<file path="src/rtl/mem_ctrl.sv">
`default_nettype none
// ============================================================================
//  Module   : mem_ctrl
//  Purpose  : Data-memory bus controller for the d16 core. Turns a load/store
//             request from the control FSM (MEM state) into one handshaked
//             bus transaction, steers byte lanes, zero-extends byte loads,
//             and stalls the control unit via mem_wait until completion.
//             Provides a bus timeout (sticky bus_err) and misaligned word
//             detection (sticky align_err).
//  Revision : 1.0 - initial release
// ----------------------------------------------------------------------------
//  Ports
//    clk        in   1  rising-edge clock
//    rst        in   1  synchronous active-high reset
//    en         in   1  global clock enable, all registers hold when low
//    mem_en     in   1  access request (level)
//    mem_we     in   1  1 = store, 0 = load
//    mem_byte   in   1  1 = byte access, 0 = word access
//    mem_addr   in  16  byte address
//    mem_wdata  in  16  store data (byte stores use [7:0])
//    mem_rdata  out 16  registered load result
//    mem_wait   out  1  combinational stall to the control unit
//    bus_err    out  1  sticky timeout flag
//    align_err  out  1  sticky misaligned-word flag
//    bus_req    out  1  bus request strobe
//    bus_we     out  1  bus write enable
//    bus_be     out  2  byte enables (bit0 = low byte, bit1 = high byte)
//    bus_addr   out 15  word address
//    bus_wdata  out 16  bus write data
//    bus_rdata  in  16  bus read data, valid with bus_ack
//    bus_ack    in   1  single-cycle completion strobe
// ============================================================================
module mem_ctrl #(
    parameter int TIMEOUT = 16
) (
    input  logic        clk,
    input  logic        rst,
    input  logic        en,
    input  logic        mem_en,
    input  logic        mem_we,
    input  logic        mem_byte,
    input  logic [15:0] mem_addr,
    input  logic [15:0] mem_wdata,
    output logic [15:0] mem_rdata,
    output logic        mem_wait,
    output logic        bus_err,
    output logic        align_err,
    output logic        bus_req,
    output logic        bus_we,
    output logic [1:0]  bus_be,
    output logic [14:0] bus_addr,
    output logic [15:0] bus_wdata,
    input  logic [15:0] bus_rdata,
    input  logic        bus_ack
);

    // Last counter value before an unanswered request is abandoned.
    localparam logic [7:0] c_CNT_LAST = 8'(TIMEOUT - 1);

    typedef enum logic [1:0] {
        S_IDLE = 2'd0,
        S_REQ  = 2'd1,
        S_DONE = 2'd2
    } state_t;

    state_t      r_state;
    state_t      w_state_nxt;

    // Latched request
    logic        r_we;
    logic        r_byte;
    logic [15:0] r_addr;
    logic [15:0] r_wdata;

    logic [7:0]  r_cnt;
    logic        r_bus_err;
    logic        r_align_err;
    logic [15:0] r_rdata;

    // Decoded actions for the register process
    logic        w_capture;
    logic        w_cnt_inc;
    logic        w_ack_take;
    logic        w_abort_take;
    logic        w_align_set;

    logic        w_misaligned;
    logic        w_in_req;
    logic        w_cnt_last;
    logic [15:0] w_load_data;
    logic [7:0]  w_load_byte;

    assign w_misaligned = ~mem_byte & mem_addr[0];
    assign w_in_req     = (r_state == S_REQ);
    assign w_cnt_last   = (r_cnt == c_CNT_LAST);

    // Byte loads pick the lane addressed by bit 0 and zero-extend.
    assign w_load_byte  = r_addr[0] ? bus_rdata[15:8] : bus_rdata[7:0];
    assign w_load_data  = r_byte ? {8'h00, w_load_byte} : bus_rdata;

    // ------------------------------------------------------------------
    // Next-state, action decode and mem_wait
    // ------------------------------------------------------------------
    always_comb begin
        w_state_nxt  = r_state;
        w_capture    = 1'b0;
        w_cnt_inc    = 1'b0;
        w_ack_take   = 1'b0;
        w_abort_take = 1'b0;
        w_align_set  = 1'b0;
        mem_wait     = 1'b0;

        case (r_state)
            S_IDLE: begin
                mem_wait = mem_en;
                if (mem_en) begin
                    w_capture = 1'b1;
                    if (w_misaligned) begin
                        // No bus cycle; report and complete immediately.
                        w_align_set = 1'b1;
                        w_state_nxt = S_DONE;
                    end else begin
                        w_state_nxt = S_REQ;
                    end
                end
            end
            S_REQ: begin
                // An ack in the final allowed cycle wins over the abort.
                mem_wait = ~(bus_ack | w_cnt_last);
                if (bus_ack) begin
                    w_ack_take  = 1'b1;
                    w_state_nxt = S_DONE;
                end else if (w_cnt_last) begin
                    w_abort_take = 1'b1;
                    w_state_nxt  = S_DONE;
                end else begin
                    w_cnt_inc = 1'b1;
                end
            end
            S_DONE: begin
                // Stay here while the request is held so it is never reissued.
                if (!mem_en) begin
                    w_state_nxt = S_IDLE;
                end
            end
            default: begin
                w_state_nxt = S_IDLE;
            end
        endcase

        if (rst) begin
            mem_wait = 1'b0;
        end
    end

    // ------------------------------------------------------------------
    // State and datapath registers
    // ------------------------------------------------------------------
    always_ff @(posedge clk) begin
        if (rst) begin
            r_state     <= S_IDLE;
            r_we        <= 1'b0;
            r_byte      <= 1'b0;
            r_addr      <= 16'h0000;
            r_wdata     <= 16'h0000;
            r_cnt       <= 8'h00;
            r_bus_err   <= 1'b0;
            r_align_err <= 1'b0;
            r_rdata     <= 16'h0000;
        end else if (en) begin
            r_state <= w_state_nxt;

            if (w_capture) begin
                r_we    <= mem_we;
                r_byte  <= mem_byte;
                r_addr  <= mem_addr;
                r_wdata <= mem_wdata;
                r_cnt   <= 8'h00;
            end

            if (w_cnt_inc) begin
                r_cnt <= r_cnt + 8'd1;
            end

            if (w_align_set) begin
                r_align_err <= 1'b1;
                r_rdata     <= 16'h0000;
            end

            // Stores leave the previous load result untouched.
            if (w_ack_take && !r_we) begin
                r_rdata <= w_load_data;
            end

            if (w_abort_take) begin
                r_bus_err <= 1'b1;
                r_rdata   <= 16'h0000;
            end
        end
    end

    // ------------------------------------------------------------------
    // Bus outputs: driven from the latched request only while in REQ, so
    // they are all zero outside a transaction and drop with the state.
    // ------------------------------------------------------------------
    always_comb begin
        bus_req   = w_in_req;
        bus_we    = 1'b0;
        bus_be    = 2'b00;
        bus_addr  = 15'h0000;
        bus_wdata = 16'h0000;
        if (w_in_req) begin
            bus_we   = r_we;
            bus_addr = r_addr[15:1];
            if (r_we && r_byte) begin
                bus_be = r_addr[0] ? 2'b10 : 2'b01;
            end else begin
                bus_be = 2'b11;
            end
            // Byte data is replicated on both lanes; bus_be selects the lane.
            bus_wdata = r_byte ? {r_wdata[7:0], r_wdata[7:0]} : r_wdata;
        end
    end

    assign mem_rdata = r_rdata;
    assign bus_err   = r_bus_err;
    assign align_err = r_align_err;

endmodule
`default_nettype wire

</file>
<file path="config.mk">
export PLATFORM = sky130hd
export DESIGN_NAME = mem_ctrl
export DESIGN_NICKNAME = d
export VERILOG_FILES = /design/src/rtl/mem_ctrl.sv
export SDC_FILE = /design/constraint.sdc
export NUM_CORES = 1
export LEC_CHECK = 0
export BUFFER_PORTS_ARGS = -buffer_cell sky130_fd_sc_hd__buf_2
export CORE_ASPECT_RATIO = 1.5
export CORE_MARGIN = 3
export CORE_UTILIZATION = 25
export DETAILED_ROUTE_END_ITERATION = 8
export PLACE_DENSITY = 0.46
export SYNTH_ARGS = -nofsm -noshare
export SYNTH_HDL_FRONTEND = slang
export SYNTH_SLANG_ARGS = --single-unit
</file>
<file path="constraint.sdc">
create_clock -name clk -period 1.8 [get_ports clk]
set_clock_uncertainty 0.2 [all_clocks]
set_input_delay 0.54 -clock clk [delete_from_list [all_inputs] [get_ports clk]]
set_output_delay 0.54 -clock clk [all_outputs]
set_load 0.1 [all_outputs]
</file>
==> results of run 1 <==
-- flip-flops by register name (all words and copies together), names as in the netlist --
register   flops
align_err      1
r_byte         1
r_cnt          8
r_we           1
mem_rdata     16
r_wdata       16
bus_err        1
r_state        2
r_addr        16
-- layout by cell type, fill, tap and decap left out, types with 3 or more instances in the layout --
cell type   n
clkinv_2    3
and4bb_2    3
mux2i_1    11
nor2_1      6
dfxtp_2     6
xor2_1      4
clkbuf_16  10
a31o_2      6
or3_1       3
nand3_1    13
buf_12     63
buf_6       6
a21oi_1    46
buf_4      36
buf_2      54
dfxtp_1    55
nor2_4      8
nand2_1    98
mux2i_4     8
and2_4     24
-- through the flow --
stage | cells | util (%) | setup WS (ps)
3_5_place_dp | 629 | 43.5 | -278
4_1_cts | 655 | 48.7 | -507
3_3_place_gp | 629 | 43.5 | -287
2_1_floorplan | 356 | - | -745
6_report | 659 | 50.0 | -497
5_1_grt | 659 | 50.0 | -527
-- kinds of logic (layout without fill, tap and decap cells) --
logic type	Yosys count	count (layout)	share of synthesized area (%)
and+or+nand+nor	173	173	28.9
AOI/OAI and AO/OA	70	70	15.0
DFF	62	62	43.4
buffers and inverters	27	183	4.42
muxes	19	19	6.65
xor gates and xnor gates	4	4	1.22
adders and majority gates	1	1	0.437
-- metal layers --
layer	vias to the layer above	GRT usage [%]	wire (um)
met4	0	7.99	246
met3	16	2.59	454
met5	-	0	0
li1	1510	-	-
met2	82	27.7	5200
met1	1362	16.7	3680
-- worst max-delay path by stage --
stage               endpoint  slack (ps)
floorplan           mem_wait        -750
global placement    mem_wait        -290
detailed placement  mem_wait        -280
CTS                 mem_wait        -510
global route        mem_wait        -530
finish              mem_wait        -500
-- critical path, cell delays in order (launching register included) --
cell and delay [ps]:
dfxtp_2 320, nand2b_4 170, inv_8 90, buf_12 100, o211ai_4 70, a211oi_4 260, buf_12 210
-- timing repair --
| action | CTS | global route |
|---|---|---|
| gates cloned | 3 | 1 |
| endpoints found under the setup margin | 71 | 79 |
| hold buffers | 0 | 0 |
| gates resized for setup | 33 | 23 |
| pin swaps | 9 | 14 |
| buffers inserted | 7 | 5 |
-- layout make-up --
class                   instances  share of cell area (%)
repair buffers                163                    35.3
multi-input cells             267                    33.0
flip-flops and latches         62                    22.5
clock buffers                  12                    4.61
well taps                     147                    3.31
clock inverters                 4                   0.810
inverters                       4                   0.405
-- power by group --
| group | switching, mW | total [mW] | leakage (nW) | internal, mW |
|---|---|---|---|---|
| sequential | 0.0432 | 1.47 | 0.507 | 1.42 |
| clock | 0.599 | 1.74 | 0.152 | 1.14 |
| combinational | 0.427 | 0.782 | 1.56 | 0.356 |
==> impl_results.md, run 1 <==
- Total CTS buffers: 9
- GP Congestion: 0.797
- Library cells used by synthesis: 40
- Drt wl/cell: 14.5 um
- Post-route antenna net violation count: 0
- CTS sink count: 62
- Commonest cells in the netlist: 98 x nand2_1, 62 x dfxtp_1, 48 x a21oi_1
- Syn Inst Count: between 300 and 400
- P_leak: ~2.2 nW
- Sequential Area: between 1000 and 1500 um2
- Syn Nets: approximately 410
- Final hold vios: 0
- Via-per-instance ratio: 4.51
- Hold path start: mem_addr[6]
- Crit path from: r_state[1]
- Synth top area cells: dfxtp_1 43%, nand2_1 13%, a21oi_1 8.4%, mux2i_1 6.6%, and2_1 5.5%
- Dominant cell by count in the synthesized netlist: nand2_1
- Worst reg2reg path depth: 7
- Diodes inserted: 0
- H-tree depth: 3
- EDFF count, synth: 0
- Largest net degree at the start of global routing: 27
- Sequential share of the synthesized area: 43.4%
- Clock-pin slew on the worst setup and hold paths: 60 ps
- Total GRT Usage: approximately 15%
- Layout net count: 563
- Measured slew at the worst slew-check pin: 302 ps
- Largest area contributor in the netlist: dfxtp_1
- Routed vias: 2970
- Post-route clock period utilization: 128%
- CTS tree: done
- Routed WL: 9.58 mm
- Slew Limit Fails: 0
- First DRT Iteration DRCs: 119
- DR pass1 iterations: 4
- # rows: 47
- Initial antenna violation count: 0
- Max Cap Violations: 0
- Final worst setup slack: -497 ps
- Synth Register Bits: 62
- RSZ-0062 raised after global routing: true
- Hold Crit Depth: 3
- Hpwl dp: 6.83 mm
- PortBufs: 108
- Area occupied by multi-input gates: roughly 1800 um2
- Final hold slack: roughly 250 ps
- Layout area overhead: 94.4%
- Yosys top cell area share: about 43%
- Layout cell share with drive strength beyond 1: about half
- Crit path max fanout: 4
- Placed cell areas: 4830 um2
- Filler instances: 1023
- Die area: 12800 um2
- FF-to-FF Start: r_cnt[7]
- Core area: 11100 um2
- TNS Setup: -14460 ps
- Final Cell Area: 5560 um2
- Peak Freq: 0.435 GHz
- Outcome: finished, violations left
- Worst hold path type: input port to flip-flop
- Final Power: 3.99 mW
- Die height: 137 um
- Post-Synthesis Cell Area: approximately 2900 um2
- Synth Flop Type: dfxtp_1
- Post-synthesis area per instance: 8.03 um2
- Async S/R FF share, synth: 0%
- Worst path required time: 1060 ps
- R2R setup slack: -310 ps
- Synth warn: 0
- Gr ovfl total: 0
- Total power per unit cell area: 717 nW/um2
- Arrival @ worst endpoint: 1560 ps
- First-pass GRT wire length: 15.0 mm
- Worst-Skew Late Latency: 320 ps
- CTS Buffer Depth: 2
- Post-route DRC: 0
- Initial Util: 25.7%
- Worst Setup End Kind: output port
- Endpoints failing setup: 54
- Vias in the first global route: 3039
- Boundary pin count: 109
- Crit Path Category: flip-flop to output port
- Die Span X: 93.3 um
- Kind of start point of the critical path: flip-flop
- Fin crit period: 2300 ps
- Worst VDD drop: about 0.45 mV
- Worst Hold End: r_addr[6]
- Clock root cell: clkbuf_16
- Crit Reg-Reg Endpoint: r_state[1]
- Headroom to the max-slew limit: between 70% and 80%
- Failing checks: setup timing
No activity file was read; power rests on OpenSTA's default activity.
==> inputs of run 2 (changes only) <==
--- a/config.mk
+++ b/config.mk
@@ -6,11 +6,14 @@
 export NUM_CORES = 1
 export LEC_CHECK = 0
 export BUFFER_PORTS_ARGS = -buffer_cell sky130_fd_sc_hd__buf_2
+export CELL_PAD_IN_SITES_DETAIL_PLACEMENT = 0
+export CELL_PAD_IN_SITES_GLOBAL_PLACEMENT = 1
 export CORE_ASPECT_RATIO = 1.5
 export CORE_MARGIN = 3
 export CORE_UTILIZATION = 25
 export DETAILED_ROUTE_END_ITERATION = 8
-export PLACE_DENSITY = 0.46
+export PLACE_DENSITY = 0.61
+export SLEW_MARGIN = 5
 export SYNTH_ARGS = -nofsm -noshare
 export SYNTH_HDL_FRONTEND = slang
 export SYNTH_SLANG_ARGS = --single-unit
==> impl_results.md, run 2 (synthesis gave the netlist of run 1 again) <==
- Total GRT Usage: 14.8%
- Sequential Area: ~1300 um2
- Filler instances: approximately 1000
- Fin crit period: between 2000 and 2500 ps
- Gr ovfl total: 0
- Post-route clock period utilization: 127%
- DR pass1 iterations: 4
- CP peak stage delay: 410 ps
- Worst VDD drop: 0.486 mV
- Total CTS buffers: 9
- # hold bufs at CTS: 0
- Most used cells in the layout excluding fill and tap cells: 98 x nand2_1, 58 x buf_12, 55 x dfxtp_1
- Final hold vios: 0
- Die height: 137 um
- Most common cell after layout, fill and taps aside: nand2_1
- Crit Path Category: flip-flop to output port
- Final Power: 3.80 mW
- Slowest CP cell: or3_4
- Area occupied by multi-input gates: 1870 um2
- Measured slew at the worst slew-check pin: 331 ps
- Max Cap Violations: 0
- Peak Freq: 0.437 GHz
- Boundary pin count: about 110
- Placed cell areas: approximately 4800 um2
- Die Span X: ~93 um
- P_leak: 2.21 nW
- GP Congestion: 0.781
- Routed vias: about 3000
- Routed length on met1: approximately 3.8 mm
- Hpwl dp: approximately 7.0 mm
- TNS Setup: -14620 ps
- Final worst setup slack: -490 ps
- H-tree depth: 3
- Placed Cells: 627
- Layout net count: 560
- Worst Setup End Kind: output port
- Initial Util: 25.7%
- Met3 WL post-DR: roughly 560 um
- Post-route antenna net violation count: 0
- Total power per unit cell area: 689 nW/um2
- Worst-Skew Late Latency: 320 ps
- Initial antenna violation count: 0
- Worst hold path type: input port to flip-flop
- Routed WL: just under 10 mm
- PortBufs: 108
- CTS tree: done
- Buf+Inv Stages, Crit Path: 1
- Endpoints failing setup: between 50 and 60
- Largest net degree at the start of global routing: 24
- Final Cell Area: 5520 um2
- Die area: 12800 um2
- RSZ-0062 raised after global routing: true
- Top layer used by detailed routing: met4
- Drt wl/cell: ~15 um
- Layout cell share with drive strength beyond 1: 48.5%
- Via-per-instance ratio: 4.58
- Non-filler cells in the finished layout: 656
- Kind of start point of the critical path: flip-flop
- Failing checks: setup timing
- First-pass GRT wire length: 14.6 mm
- Headroom to the max-slew limit: between 70% and 80%
- Final Util: 49.6%
- Layout area overhead: 92.9%
- Worst path cell trace: or3_4, o211ai_4, a211oi_4, buf_12
- Post-route DRC: 0
- Vias in the first global route: around 3000
- Arrival @ worst endpoint: 1550 ps
- Outcome: finished, violations left
- First DRT Iteration DRCs: 95
- Cell family with most CP delay: simple AND/OR/NAND/NOR gates
- # rows: 47
- Slew Limit Fails: 0
- Clock-pin slew on the worst setup and hold paths: around 50 ps
- Met2 wire len: 5.34 mm
- Crit path max fanout: 3
- CTS Buffer Depth: 2
- Clock root cell: clkbuf_16
- CTS sink count: 62
- Worst path required time: 1060 ps
- Core area: 11100 um2
- Diodes inserted: 0
## run 2: cell count changes in the layout (fill, tap and decap cells not counted), moves of 2 or more
cell	previous run	this run
a31o_2	6	0
a31o_4	0	6
buf_12	63	58
clkbuf_16	10	13
buf_4	36	34
buf_6	6	8
clkinv_2	3	5
## run 2: routing by layer
metal,track usage (%),vias to the layer above
met4,6.03,0
li1,-,1497
met3,3.80,6
met5,0,-
met2,26.8,93
met1,16.1,1409
## run 2: report_power, final
group	switching [mW]	internal (mW)
sequential	0.0444	1.42
clock	0.602	0.956
combinational	0.429	0.348
## run 2: worst paths after layout
path / start / to / slack, ps / cells after the start
min reg2reg: r_addr[15] / r_addr[15] / 250 / 2
min: mem_we / r_we / 250 / 3
max: r_cnt[5] / mem_wait / -490 / 4
max reg2reg: r_cnt[5] / r_state[1] / -260 / 6
## run 2: repair_timing
action | CTS | global route
hold endpoints to repair | 0 | 0
cloned | 2 | 3
gates resized for setup | 31 | 29
setup endpoints to repair | 56 | 89
pin swaps | 8 | 27
setup buffers | 3 | 7
## run 2: area by class of cell
cell class                 count  share of cell area [%]
multi-input combinational    267                    33.9
tap                          147                    3.33
sequential                    62                    22.7
clock buffer                  11                    4.40
inverter                       4                   0.408
timing repair buffer         160                    34.8
clock inverter                 5                   0.454
## run 2: per-stage QoR
step / hold WS, ps / setup WS [ps]
2_1_floorplan: 232 / -745
6_report: 251 / -490
5_1_grt: 244 / -539
3_3_place_gp: 238 / -272
3_5_place_dp: 243 / -295
4_1_cts: 235 / -513
## run 2: worst reg2reg max path, cell delays in order, from the launching register on
cell      delay [ps]
dfxtp_2          310
or3_4            410
o211ai_4         220
buf_4            140
buf_4             90
or4b_4           450
a21oi_2          150
==> inputs of run 3 (changes only) <==
--- a/config.mk
+++ b/config.mk
@@ -12,6 +12,7 @@
 export CORE_MARGIN = 3
 export CORE_UTILIZATION = 25
 export DETAILED_ROUTE_END_ITERATION = 8
+export MAX_ROUTING_LAYER = met4
 export PLACE_DENSITY = 0.61
 export SLEW_MARGIN = 5
 export SYNTH_ARGS = -nofsm -noshare
==> impl_results.md, run 3 (synthesis gave the netlist of run 1 again) <==
- Slowest CP cell: or3_4
- Slew Limit Fails: 0
- Diodes inserted: 0
- Measured slew at the worst slew-check pin: 319 ps
- Peak Freq: 0.437 GHz
- Endpoints failing setup: 53
- Cell family with most CP delay: simple AND/OR/NAND/NOR gates
- Failing checks: setup timing
- Vias in the first global route: between 2000 and 3000
- Kind of start point of the critical path: flip-flop
- Outcome: finished, violations left
- Die height: 137 um
- PortBufs: approximately 110
- Worst VDD drop: ~0.48 mV
- Arrival @ worst endpoint: 1550 ps
- Initial Util: 25.7%
- # hold bufs at CTS: 0
- Post-route DRC: 0
- CTS sink count: 62
- Placed cell areas: between 4000 and 5000 um2
- Worst Setup End Kind: output port
- Gr ovfl total: 0
- Worst path required time: between 1000 and 1500 ps
- P_leak: 2.21 nW
- Met3 Use GR: 3.58%
- Worst hold path type: input port to flip-flop
- Most used cells in the layout excluding fill and tap cells: 98 x nand2_1, 58 x buf_12, 55 x dfxtp_1
- Routed vias: approximately 3000
- Most common cell after layout, fill and taps aside: nand2_1
- Clock root cell: clkbuf_16
- First-pass GRT wire length: 14.6 mm
- Final Cell Area: 5520 um2
- Worst-Skew Late Latency: 320 ps
- Layout net count: 560
- CTS Buffer Depth: 2
- Die Span X: between 90 and 100 um
- Clock-pin slew on the worst setup and hold paths: 50 ps
- Post-route antenna net violation count: 0
- Layout area overhead: 92.9%
- First DRT Iteration DRCs: 86
- TNS Setup: -14540 ps
- Max Cap Violations: 0
- Met1 Resource Use GR: ~16%
- Die area: 12800 um2
- H-tree depth: 3
- Boundary pin count: 109
- Final Util: 49.6%
- Crit path max fanout: 3
- Post-route clock period utilization: 127%
- Buf+Inv Stages, Crit Path: 1
- GP Congestion: a little under 0.8
- Total power per unit cell area: ~690 nW/um2
- Total CTS buffers: 9
- Routed WL: slightly below 10 mm
- Busiest grt layer: met2
- RSZ-0062 raised after global routing: true
- Drt wl/cell: 14.8 um
- GR Layer Usage met2: 26.8%
- Worst path cell trace: or3_4, o211ai_4, a211oi_4, buf_12
- CTS tree: done
- Final worst setup slack: -488 ps
- Final hold vios: 0
- # rows: 47
- Fin crit period: 2290 ps
- Non-filler cells in the finished layout: 656
- Placed Cells: around 630
- Layout cell share with drive strength beyond 1: 48.5%
- Initial antenna violation count: 0
- Headroom to the max-slew limit: 78.6%
- DR pass1 iterations: 4
- Hpwl dp: 6.98 mm
- Largest net degree at the start of global routing: 24
- Total GRT Usage: 15.2%
- Via-per-instance ratio: 4.59
- Core area: 11100 um2
- CP peak stage delay: just over 400 ps
- Crit Path Category: flip-flop to output port
## run 3: cell counts in the layout (fill, tap and decap cells not counted)
Identical to the previous run, type by type.
## run 3: area by class of cell
cell class | count | area [um2]
Timing Repair Buffer | 160 | 1920
Tap cell | 147 | 184
Fill cell | 1016 | 5600
Multi-Input combinational cell | 267 | 1870
Clock buffer | 11 | 243
Inverter | 4 | 22.5
Clock inverter | 5 | 25.0
Sequential cell | 62 | 1250
## run 3: timing repair
item / 4_1_cts / 5_1_grt
setup buffers: 3 / 7
pin swaps: 8 / 27
endpoints found under the setup margin: 56 / 89
gates cloned: 2 / 3
resized for setup: 31 / 29
## run 3: per-layer routing
| layer | part of all wire, % | up-vias |
|---|---|---|
| li1 | - | 1500 |
| met1 | 39 | 1419 |
| met2 | 55 | 84 |
| met3 | 5.3 | 9 |
| met4 | 1.1 | 0 |
| met5 | 0 | - |
## run 3: report_power, final
group          switching [mW]  internal (mW)
Sequential             0.0445           1.42
Clock                   0.601          0.956
Combinational           0.428          0.348
## run 3: path summary, 6_finish.rpt
check	from	endpoint	slack, ps	cells after the start
setup / recovery	r_cnt[5]	mem_wait	-490	4
hold / removal	mem_we	r_we	250	3
setup reg to reg	r_cnt[5]	r_state[1]	-260	6
hold reg to reg	r_addr[15]	r_addr[15]	250	2
## run 3: worst register-to-register path: stages, from the launching register on
cell and delay, ps:
dfxtp_2 310, or3_4 410, o211ai_4 220, buf_4 140
buf_4 100, or4b_4 450, a21oi_2 150
## run 3: stage by stage
| stage | hold slack [ps] | setup WS (ps) | total power, mW |
|---|---|---|---|
| 2_1_floorplan | 232 | -745 | 1.89 |
| 6_report | 252 | -488 | 3.80 |
| 4_1_cts | 235 | -513 | 3.79 |
| 3_3_place_gp | 238 | -272 | 2.14 |
| 3_5_place_dp | 243 | -295 | 2.14 |
| 5_1_grt | 244 | -539 | 3.97 |
